File: src/rtl/if_fetch_stage.sv
// Instruction fetch stage: pairs pre-IF entries with in-order instruction
// responses, buffers a word under decode back-pressure and drops flushed responses.
module if_fetch_stage (
  input  logic        clk,
  input  logic        reset,
  input  logic        pfs_to_fs_valid,
  input  logic        pfs_req_ok,
  input  logic [31:0] pfs_pc,
  input  logic        pfs_ex,
  input  logic [4:0]  pfs_exccode,
  output logic        fs_allowin,
  output logic        fs_valid,
  input  logic        inst_data_ok,
  input  logic [31:0] inst_rdata,
  input  logic        flush,
  input  logic        ds_allowin,
  output logic        fs_to_ds_valid,
  output logic [31:0] fs_pc,
  output logic [31:0] fs_inst,
  output logic        fs_ex,
  output logic [4:0]  fs_exccode
);

  logic        buf_valid;
  logic [31:0] inst_buf;
  logic [1:0]  discard_cnt;
  logic [1:0]  discard_nxt;
  logic [2:0]  discard_sum;

  logic data_hit;
  logic data_drop;
  logic ready_go;
  logic accept;
  logic leave;
  logic capture;
  logic pending;

  assign data_hit  = inst_data_ok & (discard_cnt == 2'd0);
  assign data_drop = inst_data_ok & (discard_cnt != 2'd0);

  assign ready_go = fs_ex | buf_valid | data_hit;

  assign fs_to_ds_valid = fs_valid & ready_go & ~flush;

  assign fs_allowin = (~fs_valid | (ready_go & ds_allowin))
                    & (discard_cnt != 2'd3);

  assign accept = pfs_to_fs_valid & fs_allowin & ~flush;
  assign leave  = fs_to_ds_valid & ds_allowin;

  assign capture = data_hit & fs_valid & ~fs_ex & ~buf_valid;

  // Held entry whose own response is still in flight.
  assign pending = fs_valid & ~fs_ex & ~buf_valid & ~data_hit;

  always_comb begin
    if (fs_ex)
      fs_inst = 32'd0;
    else if (buf_valid)
      fs_inst = inst_buf;
    else
      fs_inst = inst_rdata;
  end

  always_comb begin
    discard_sum = {1'b0, discard_cnt}
                + {2'b00, flush & pending}
                + {2'b00, flush & pfs_req_ok}
                - {2'b00, data_drop};
    if (discard_sum > 3'd3)
      discard_nxt = 2'd3;
    else
      discard_nxt = discard_sum[1:0];
  end

  always_ff @(posedge clk) begin
    if (reset)
      discard_cnt <= 2'd0;
    else
      discard_cnt <= discard_nxt;
  end

  always_ff @(posedge clk) begin
    if (reset)
      fs_valid <= 1'b0;
    else if (flush)
      fs_valid <= 1'b0;
    else if (accept)
      fs_valid <= 1'b1;
    else if (leave)
      fs_valid <= 1'b0;
  end

  always_ff @(posedge clk) begin
    if (reset) begin
      fs_pc      <= 32'd0;
      fs_ex      <= 1'b0;
      fs_exccode <= 5'd0;
    end else if (accept) begin
      fs_pc      <= pfs_pc;
      fs_ex      <= pfs_ex;
      fs_exccode <= pfs_exccode;
    end
  end

  always_ff @(posedge clk) begin
    if (reset)
      buf_valid <= 1'b0;
    else if (flush | leave)
      buf_valid <= 1'b0;
    else if (capture)
      buf_valid <= 1'b1;
  end

  always_ff @(posedge clk) begin
    if (reset)
      inst_buf <= 32'd0;
    else if (capture & ~ds_allowin)
      inst_buf <= inst_rdata;
  end

endmodule

File: config.mk
export PLATFORM = sky130hd
export DESIGN_NAME = if_fetch_stage
export DESIGN_NICKNAME = d
export VERILOG_FILES = /design/src/rtl/if_fetch_stage.sv
export SDC_FILE = /design/constraint.sdc
export NUM_CORES = 1
export LEC_CHECK = 0
export ABC_AREA = 1
export CAP_MARGIN = 20
export CORE_MARGIN = 5
export CORE_UTILIZATION = 44
export DETAILED_ROUTE_END_ITERATION = 16
export MAX_ROUTING_LAYER = met4
export PLACE_DENSITY_LB_ADDON = 0.1
export SYNTH_ARGS = -nofsm -noshare
export SYNTH_HDL_FRONTEND = slang
export SYNTH_SLANG_ARGS = --single-unit
File: constraint.sdc
create_clock -name clk -period 2.5 [get_ports clk]
set_clock_uncertainty 0.2 [all_clocks]
set_input_delay 0.5 -clock clk [delete_from_list [all_inputs] [get_ports clk]]
set_output_delay 0.5 -clock clk [all_outputs]
set_load 0.03 [all_outputs]
==> results_dict.tcl, run 1 <==
set metrics [dict create \
    yosysSeqAreaShare_pct 39.1 \
    layout_common_cells "168 x nor2_1, 123 x inv_1, 113 x clkdlybuf4s50_1, 82 x nand2_1, 72 x dfxtp_1" \
    pwr-share-clk_pct 22.3 \
    utilization_pct 67.0 \
    die_w_um 103 \
    hp-class "reg2reg" \
    worstSetupEndpoint "fs_inst[27]" \
    crit_cells 6 \
    die-area_mm2 0.0106 \
    synth_top_area_cell "dfxtp_1" \
    start_util_pct 45.7 \
    combPwrFrac_pct 39.5 \
    num_io_pins 150 \
    synth_nets 691 \
    cts_inserted_buffers 9 \
    drive_gt1_share_pct 11.7 \
    place.gp.congestion 0.805 \
    yosys_warnings 0 \
    gr-usage-all-layers_pct 21.5 \
    row_count 33 \
    r2r_end "discard_cnt[1]$_SDFF_PP0_" \
    synth_seq_cells 74 \
    critPathKind "reg2out" \
    grt_pass1_vias 3925 \
    clockBufferDepth 2 \
    cts_tree "done" \
    path_clk_slew_ns 0.07 \
    rrSetupSlack_ns 0.20 \
    seqPwrFrac_pct 38.3 \
    synth_top_area_share_pct 39.1 \
    crit-reg2reg-launch "discard_cnt[1]$_SDFF_PP0_" \
    use_met3_pct 3.86 \
    mappedNetlistArea_mm2 0.00379 \
    antenna_found_initial 0 \
    worstPathCellList "buf_6, clkinvlp_4, buf_12, nor2_1, nor2_1, buf_4" \
    busiest_layer "met2" \
    routed_wl_um 11300 \
    place_hpwl_um 7970 \
    vias 4125 \
    start_kind "register" \
    p_per_area_mw_per_mm2 639 \
    grt_max_degree 40 \
    grtUsageMet2_pct 35.6 \
    avgViaCountPerCell 4.77 \
    drc_errors 0 \
    max_cap_violations 0 \
    p_sw_uw 1310 \
    cp_slowest_cell "dfxtp_1" \
    flow.area_growth_from_synthesis_pct 46.5 \
    peakVddDrop_mv 0.355 \
    grt_first_pass_wirelength_um 18000 \
    wl_per_cell_um 13.1 \
    switching_share_pct 36.9 \
    cts_root_buf "clkbuf_8" \
    critPathBufInv 4 \
    met1_usage_pct 26.7 \
    cts-hold-fix-buffers 0 \
    die_h_um 103 \
    outcome "completed" \
    fmax_mhz 426 \
    relSlewSlack_pct 71.2 \
    core_area_mm2 0.00830 \
    syn_inst 611 \
    clock-sinks 74 \
    period_minus_slack_ns 2.35 \
    rsz0062_at_grt "no" \
    first_iter_violations 202 \
    critPathMaxStageDelay_ns 0.36 \
    layout_commonest_cell "nor2_1" \
    end_kind "primary output" \
    drt_first_pass_iters 4 \
    path_common_cell "nor2_1" \
    overflow 0 \
    p_leak_uw 0.00289 \
    cts_htree_levels 3 \
    io_buffer_count 149 \
    fill_cells 738 \
    cp-startpoint "buf_valid$_SDFFE_PP0P_" \
    syn_avg_cell_area_um2 6.21 \
    period_share_pct 93.9 \
    total_power_uw 3550 \
    slew_violations 0 \
    synth.area.top_cells "dfxtp_1 39%, nor2_1 17%, inv_1 12%" \
    r2r_cells 10 \
    worstPathArrival_ns 1.65 \
    insertedDiodeCount 0 \
    finalSetupViolations 0 \
    p_int_uw 2240 \
    path_max_fanout 34 \
    path_delay_family "buffers and inverters" \
    postRouteAntennaNets 0 \
    final_nets 837 \
    cp.required_ns 1.80 \
    setup-tns-final_ns 0 \
    clock_latency_ns 0.33 \
    ys_types 24 \
    finalHoldViolCount 0 \
    worst_pin_slew_ns 0.432 \
]
## Yosys cell counts (all sizes together)
cell type and count:
a21boi 1, a21oi 1, buf 21, clkbuf 17, clkinv 1, dfxtp 74
fa 2, ha 1, inv 125, nand2 86, nand3 3, nand4 39
nor2 171, nor3 1, o211a 1, o21ai 66, xnor2 1
## cell type report
cell class / instances / area (µm²) / area share (%)
timing repair buffer: 172 / 1610 / 29.0
inverter: 126 / 480 / 8.65
clock buffer: 10 / 138 / 2.48
clock inverter: 4 / 20.0 / 0.360
tap: 105 / 131 / 2.36
timing repair inverter: 1 / 7.51 / 0.135
sequential: 74 / 1480 / 26.7
multi-input combinational: 373 / 1680 / 30.3
## cell families (layout without fill, tap and decap cells)
| kind of cell | count (synthesis) | in the layout | share of synthesized area (%) |
|---|---|---|---|
| simple gates | 300 | 300 | 33.0 |
| fa+ha+maj | 3 | 3 | 1.39 |
| compound gates | 69 | 69 | 9.30 |
| buf+inv | 164 | 313 | 17.0 |
| flops | 74 | 74 | 39.1 |
| xor+xnor | 1 | 1 | 0.231 |
## sequential cells by signal, summed over array words and instances (netlist names)
| signal | count |
|---|---|
| fs_exccode | 5 |
| fs_pc | 32 |
| fs_ex | 1 |
| discard_cnt | 2 |
| fs_valid | 1 |
| buf_valid | 1 |
| inst_buf | 32 |
## worst min-delay path by stage
| stage | from | to | slack (ns) | cells past startpoint |
|---|---|---|---|---|
| after detailed placement | fs_pc[15]$_SDFFE_PP0P_ | fs_pc[15]$_SDFFE_PP0P_ | 0.30 | 4 |
| after global placement | inst_buf[17]$_SDFFE_PP0P_ | inst_buf[17]$_SDFFE_PP0P_ | 0.29 | 2 |
| after global routing | fs_pc[15]$_SDFFE_PP0P_ | fs_pc[15]$_SDFFE_PP0P_ | 0.34 | 4 |
| after CTS | fs_pc[15]$_SDFFE_PP0P_ | fs_pc[15]$_SDFFE_PP0P_ | 0.31 | 4 |
| final | fs_pc[15]$_SDFFE_PP0P_ | fs_pc[15]$_SDFFE_PP0P_ | 0.31 | 4 |
| after floorplan | inst_buf[28]$_SDFFE_PP0P_ | inst_buf[28]$_SDFFE_PP0P_ | 0.28 | 2 |
## metrics by stage
step	area, µm²	worst slack (ns)	cells	hold slack, ns
after detailed placement	5350	-0.367	848	0.295
after global placement	5350	-0.343	848	0.292
after global routing	5560	0.0261	865	0.339
final	5560	0.153	865	0.309
after CTS	5530	0.0279	864	0.309
after floorplan	3790	0.0375	611	0.276
## layer usage
layer | wire length (µm) | part of all wire (%)
met5 | 0 | 0
met4 | 193 | 1.7
met3 | 795 | 7.0
met2 | 5410 | 48
met1 | 4890 | 43
## power groups by stage
stage	Sequential, µW	Combinational, µW	Clock (µW)
floorplan	1530	649	0
global placement	1370	1340	0
detailed placement	1380	1360	0
CTS	1350	1380	813
global route	1370	1540	863
finish	1360	1400	790
## timing repair
action,in CTS,in global routing
pin swaps,0,5
setup endpoints to repair,33,34
gates cloned,0,1
hold endpoints to repair,0,0
gates resized for setup,3,10
setup buffers,2,0
## tightest hold or removal path, delay by kind of cell (launching register included)
family                 cells  cell delay, ns
and+or+nand+nor            2            0.07
buffers and inverters      2            0.08
DFF                        1            0.31
No activity file was read; power rests on OpenSTA's default activity.
==> run 2, diff against run 1 <==
--- a/config.mk
+++ b/config.mk
@@ -12,6 +12,7 @@
 export DETAILED_ROUTE_END_ITERATION = 16
 export MAX_ROUTING_LAYER = met4
 export PLACE_DENSITY_LB_ADDON = 0.1
+export RECOVER_POWER = 50
 export SYNTH_ARGS = -nofsm -noshare
 export SYNTH_HDL_FRONTEND = slang
 export SYNTH_SLANG_ARGS = --single-unit
==> run 2 against run 1 <==
Effect of this change: setup slack gained 0.0059 ns; flip-flop and latch count is the same; via count is 0.75% lower; utilization fell by 0.26 points; critical path depth unchanged; non-clock buffer count unchanged; design area shrank 0.38%; wire length decreased by 0.79%; total power is 0.43% lower; maximum frequency grew 0.25%; largest cell class unchanged.
==> results_dict.tcl, run 2 (synthesis gave the netlist of run 1 again) <==
set metrics [dict create \
    routed_wl_um 11200 \
    num_io_pins 150 \
    layout_commonest_cell "nor2_1" \
    place_area_mm2 0.00535 \
    core_area_mm2 0.00830 \
    die_w_um 103 \
    layout_common_cells "168 x nor2_1, 123 x inv_1, 112 x clkdlybuf4s50_1, 83 x nand2_1, 72 x dfxtp_1" \
    grt_first_pass_wirelength_um 18000 \
    cts-hold-fix-buffers 0 \
    cts_htree_levels 3 \
    reg.largest.list "fs_pc (32), inst_buf (32), fs_exccode (5)" \
    final_cells 865 \
    critPathBufInv 4 \
    dpl.cell_count 848 \
    p_leak_uw 0.00288 \
    relSlewSlack_pct 46.6 \
    vias 4094 \
    cp.required_ns 1.80 \
    wl_per_cell_um 12.9 \
    period_share_pct 93.6 \
    clockBufferDepth 2 \
    hold_ws_ns 0.310 \
    stdcell_area_mm2 0.00554 \
    fmax_mhz 427 \
    period_minus_slack_ns 2.34 \
    path_common_cell "nor2_1" \
    die_h_um 103 \
    critPathKind "reg2out" \
    total_power_uw 3540 \
    drc_errors 0 \
    cts_tree "done" \
    drt_first_pass_iters 5 \
    final_nets 837 \
    rsz0062_at_grt "no" \
    start_util_pct 45.7 \
    finalHoldViolCount 0 \
    gr-usage-all-layers_pct 21.5 \
    grt_pass1_vias 3925 \
    cts_root_buf "clkbuf_8" \
    postRouteAntennaNets 0 \
    rrSetupSlack_ns 0.20 \
    outcome "completed" \
    critPathMaxStageDelay_ns 0.36 \
    path_max_fanout 34 \
    path_clk_slew_ns 0.07 \
    start_kind "register" \
    drive_gt1_share_pct 11.2 \
    place_hpwl_um 7970 \
    place.gp.congestion 0.805 \
    grt_max_degree 40 \
    fill_cells 741 \
    path_delay_family "buffers and inverters" \
    end_kind "primary output" \
    row_count 33 \
    max_cap_violations 0 \
    slew_violations 0 \
    avgViaCountPerCell 4.73 \
    io_buffer_count 149 \
    worst_pin_slew_ns 0.801 \
    insertedDiodeCount 0 \
    overflow 0 \
    worstPathArrival_ns 1.64 \
    finalSetupViolations 0 \
    first_iter_violations 206 \
    flow.area_growth_from_synthesis_pct 45.9 \
    die-area_mm2 0.0106 \
    worstPathCellList "buf_6, clkinvlp_4, buf_12, nor2_1, nor2_1, buf_4" \
    clock-sinks 74 \
    cp_slowest_cell "dfxtp_1" \
    peakVddDrop_mv 0.355 \
    antenna_found_initial 0 \
    p_per_area_mw_per_mm2 639 \
    cts_inserted_buffers 9 \
    hp-class "reg2reg" \
    clock_latency_ns 0.33 \
]
run 2: cell types whose count changed in the layout (fill, tap and decap cells not counted), sizes merged:
| cell | change |
|---|---|
| buf | -3 |
| clkbuf | +3 |
| clkdlybuf4s50 | -1 |
| dlygate4sd3 | +1 |
run 2: per-stage QoR:
| stage | TNS [ns] | setup slack (ns) | utilization (%) |
|---|---|---|---|
| 3_3_place_gp | -0.681 | -0.343 | 64.4 |
| 4_1_cts | 0 | 0.0279 | 66.6 |
| 2_1_floorplan | 0 | 0.0375 | - |
| 3_5_place_dp | -0.730 | -0.367 | 64.4 |
| 5_1_grt | 0 | 0.0261 | 66.7 |
| 6_report | 0 | 0.159 | 66.7 |
run 2: path summary, 6_finish.rpt:
check / start / to / depth (start not counted)
setup / recovery: buf_valid$_SDFFE_PP0P_ / fs_inst[22] / 6
hold / removal: fs_pc[15]$_SDFFE_PP0P_ / fs_pc[15]$_SDFFE_PP0P_ / 4
setup reg to reg: discard_cnt[1]$_SDFF_PP0_ / discard_cnt[1]$_SDFF_PP0_ / 10
hold reg to reg: fs_pc[15]$_SDFFE_PP0P_ / fs_pc[15]$_SDFFE_PP0P_ / 4
run 2: cell type report:
cell class,count,area (µm²),share of cell area (%)
repair buffers,172,1600,29.0
inverters,126,480,8.68
flip-flops and latches,74,1480,26.8
repair inverters,1,7.51,0.136
multi-input cells,373,1670,30.2
clock buffers,10,138,2.49
well taps,105,131,2.37
clock inverters,4,20.0,0.362
run 2: what timing repair did:
item                       CTS  global route
gates resized for setup      3            10
pin swaps                    0             5
setup buffers                2             0
gates cloned                 0             1
setup endpoints to repair   33            34
run 2: where the power goes:
| part | internal [µW] | switching (µW) |
|---|---|---|
| clock | 370 | 417 |
| combinational | 577 | 813 |
| sequential | 1290 | 69.0 |
| total | 2240 | 1300 |
run 2: routing by layer:
metal | track usage, % | up-vias | wire (µm)
li1 | - | 2122 | -
met1 | 26.7 | 1810 | 4750
met2 | 35.6 | 148 | 5430
met3 | 3.86 | 14 | 846
met4 | 6.97 | 0 | 176
met5 | - | - | 0
run 2: worst reg2reg max path: stages, from the launching register on:
cell     delay (ns)
dfxtp_2        0.39
nor2_2         0.06
nand2_2        0.06
nand4_1        0.10
ha_1           0.29
inv_1          0.05
fa_2           0.36
fa_2           0.38
xnor2_2        0.14
o21ai_1        0.12
inv_1          0.04
==> variant (config.mk and constraints of run 1) <==
Put one more register stage on the output `fs_pc`, cleared by the reset. The value now appears one clock later. The other outputs are not delayed to match.
--- a/src/rtl/if_fetch_stage.sv
+++ b/src/rtl/if_fetch_stage.sv
@@ -20,6 +20,8 @@
   output logic        fs_ex,
   output logic [4:0]  fs_exccode
 );
+
+  logic [31:0] fs_pc_s0;
 
   logic        buf_valid;
   logic [31:0] inst_buf;
@@ -93,11 +95,11 @@
 
   always_ff @(posedge clk) begin
     if (reset) begin
-      fs_pc      <= 32'd0;
+      fs_pc_s0   <= 32'd0;
       fs_ex      <= 1'b0;
       fs_exccode <= 5'd0;
     end else if (accept) begin
-      fs_pc      <= pfs_pc;
+      fs_pc_s0   <= pfs_pc;
       fs_ex      <= pfs_ex;
       fs_exccode <= pfs_exccode;
     end
@@ -119,5 +121,13 @@
       inst_buf <= inst_rdata;
   end
 
+  always_ff @(posedge clk) begin
+    if (reset) begin
+      fs_pc <= '0;
+    end else begin
+      fs_pc <= fs_pc_s0;
+    end
+  end
+
 endmodule
 
Function: changed (Yosys sat finds a counterexample within 4 cycles, from zero or initial values and one cycle with reset high).
==> variant against run 1 <==
- design area increased by 16%
- wire length increased by 3.1%
- critical path type unchanged
- critical endpoint is now fs_inst[20]
- worst setup slack got worse by 0.0021 ns
- final cell count grew 11%
- total power increased by 24%
- sequential power increased by 39%
- sequential cell count increased by 32
- critical path depth is the same
- highest routed layer unchanged
- synthesized area increased by 21%
==> variant: results <==
{
  "status": "finished clean",
  "clock_latency_ns": 0.35,
  "firstDrtPassIters": 4,
  "peakVddDrop_mv": 0.316,
  "routedWlPerCell_microns": 12.1,
  "place_congestion": 0.812,
  "synthMuxAreaShare": 0,
  "hpwl_mm": 8.11,
  "synth_fa_ha_area_frac": 0.0115,
  "drt_iter0_markers": 213,
  "cts_root_buffer": "clkbuf_8",
  "largestRegisters": "fs_pc x32, fs_pc_s0 x32, inst_buf x32",
  "grt_pass1_wl_mm": 19.2,
  "place_ws_ns": -0.426,
  "antennaDiodeCount": 0,
  "worstPathArrival_ns": 1.65,
  "grt_usage": 0.186,
  "synth_common_cells": "nor2_1, inv_1, dfxtp_1, nand2_1, o21ai_0",
  "yosysUniqueCellTypes": 25,
  "synth_compound_area_frac": 0.0770,
  "place_area_sq_um": 6200,
  "synth_nets": 759,
  "antenna_found_initial": 0,
  "cp_top_family": "buffers and inverters",
  "dp_cells": 943,
  "numCtsBuffers": 9,
  "grt_pass1_vias": 4251,
  "cpPeakStageDelay_ns": 0.38,
  "ys.flop_type": "dfxtp_1",
  "worst_path_max_delay_cell": "dfxtp_1",
  "synth.area.top_cells": "dfxtp_1, nor2_1, inv_1",
  "yosys_warnings": 0,
  "yosysSeqAreaShare": 0.463,
  "hp-class": "register to register",
  "grt_start_max_net_pins": 73,
  "leakage_nw": 3.26,
  "fin_nets": 900,
  "syn_inst": 679,
  "hold_violations": 0,
  "worstMarginPinSlew_ns": 0.367,
  "wl_mm": 11.6,
  "cts_tree": "done",
  "asyncSetResetFlopFracSynth": 0,
  "crit_fanout": 34,
  "htreeDepth": 3,
  "clk_pin_slew_worst_paths_ns": 0.10,
  "clock_path_buffers": 2,
  "area.sequential_sq_um": 2120,
  "via_per_inst": 4.61,
  "synthXorXnorAreaFrac": 0.00191,
  "drive_gt1_frac": 0.110,
  "nFillCells": 941,
  "portBuffers": 149
}
-- variant: logic make-up (layout without fill, tap and decap cells) --
kind of cell,Yosys count,count (layout)
and+or+nand+nor,332,332
buffers and inverters,168,314
DFF,106,106
AOI/OAI and AO/OA,69,69
adders and majority gates,3,3
xor gates and xnor gates,1,1
-- variant: timing repair --
action / CTS / global route
gates resized for setup: 3 / 7
hold buffers: 0 / 0
setup buffers: 2 / 0
endpoints found under the setup margin: 25 / 35
-- variant: through the flow --
stage | total power [mW] | hold slack (ns)
finish | 4.40 | 0.228
detailed placement | 3.23 | 0.221
global placement | 3.20 | 0.217
CTS | 4.44 | 0.231
floorplan | 2.71 | 0.210
global route | 4.66 | 0.247
-- variant: tightest hold or removal path, stage by stage, from the launching register on --
cell	delay, ns
dfxtp_1	0.31
inv_1	0.06
nor2_1	0.04
-- variant: per-layer routing --
layer	track usage	up-vias	wire [microns]
met5	-	-	0
met4	0.0569	0	135
met3	0.0507	9	902
met2	0.304	140	5430
met1	0.225	1964	5180
li1	-	2318	-
-- variant: area by class of cell --
type / instances / area share
Timing Repair Buffer: 172 / 0.257
Sequential cell: 106 / 0.328
Inverter: 126 / 0.0742
Multi-Input combinational cell: 405 / 0.278
Clock inverter: 6 / 0.0151
Clock buffer: 10 / 0.0213
Tap cell: 136 / 0.0263
-- variant: worst paths after layout --
check | slack [ns] | endpoint | cells after the start | start
max | 0.15 | fs_inst[20] | 6 | buf_valid
min | 0.23 | fs_pc[0] | 2 | fs_pc_s0[0]
max reg2reg | 0.16 | discard_cnt[1] | 9 | buf_valid
min reg2reg | 0.23 | fs_pc[0] | 2 | fs_pc_s0[0]
-- variant: where the power goes --
part	total, mW	internal [mW]	switching (mW)
sequential	1.89	1.83	0.0599
combinational	1.31	0.547	0.767
clock	1.20	0.606	0.594
total	4.40	2.98	1.42
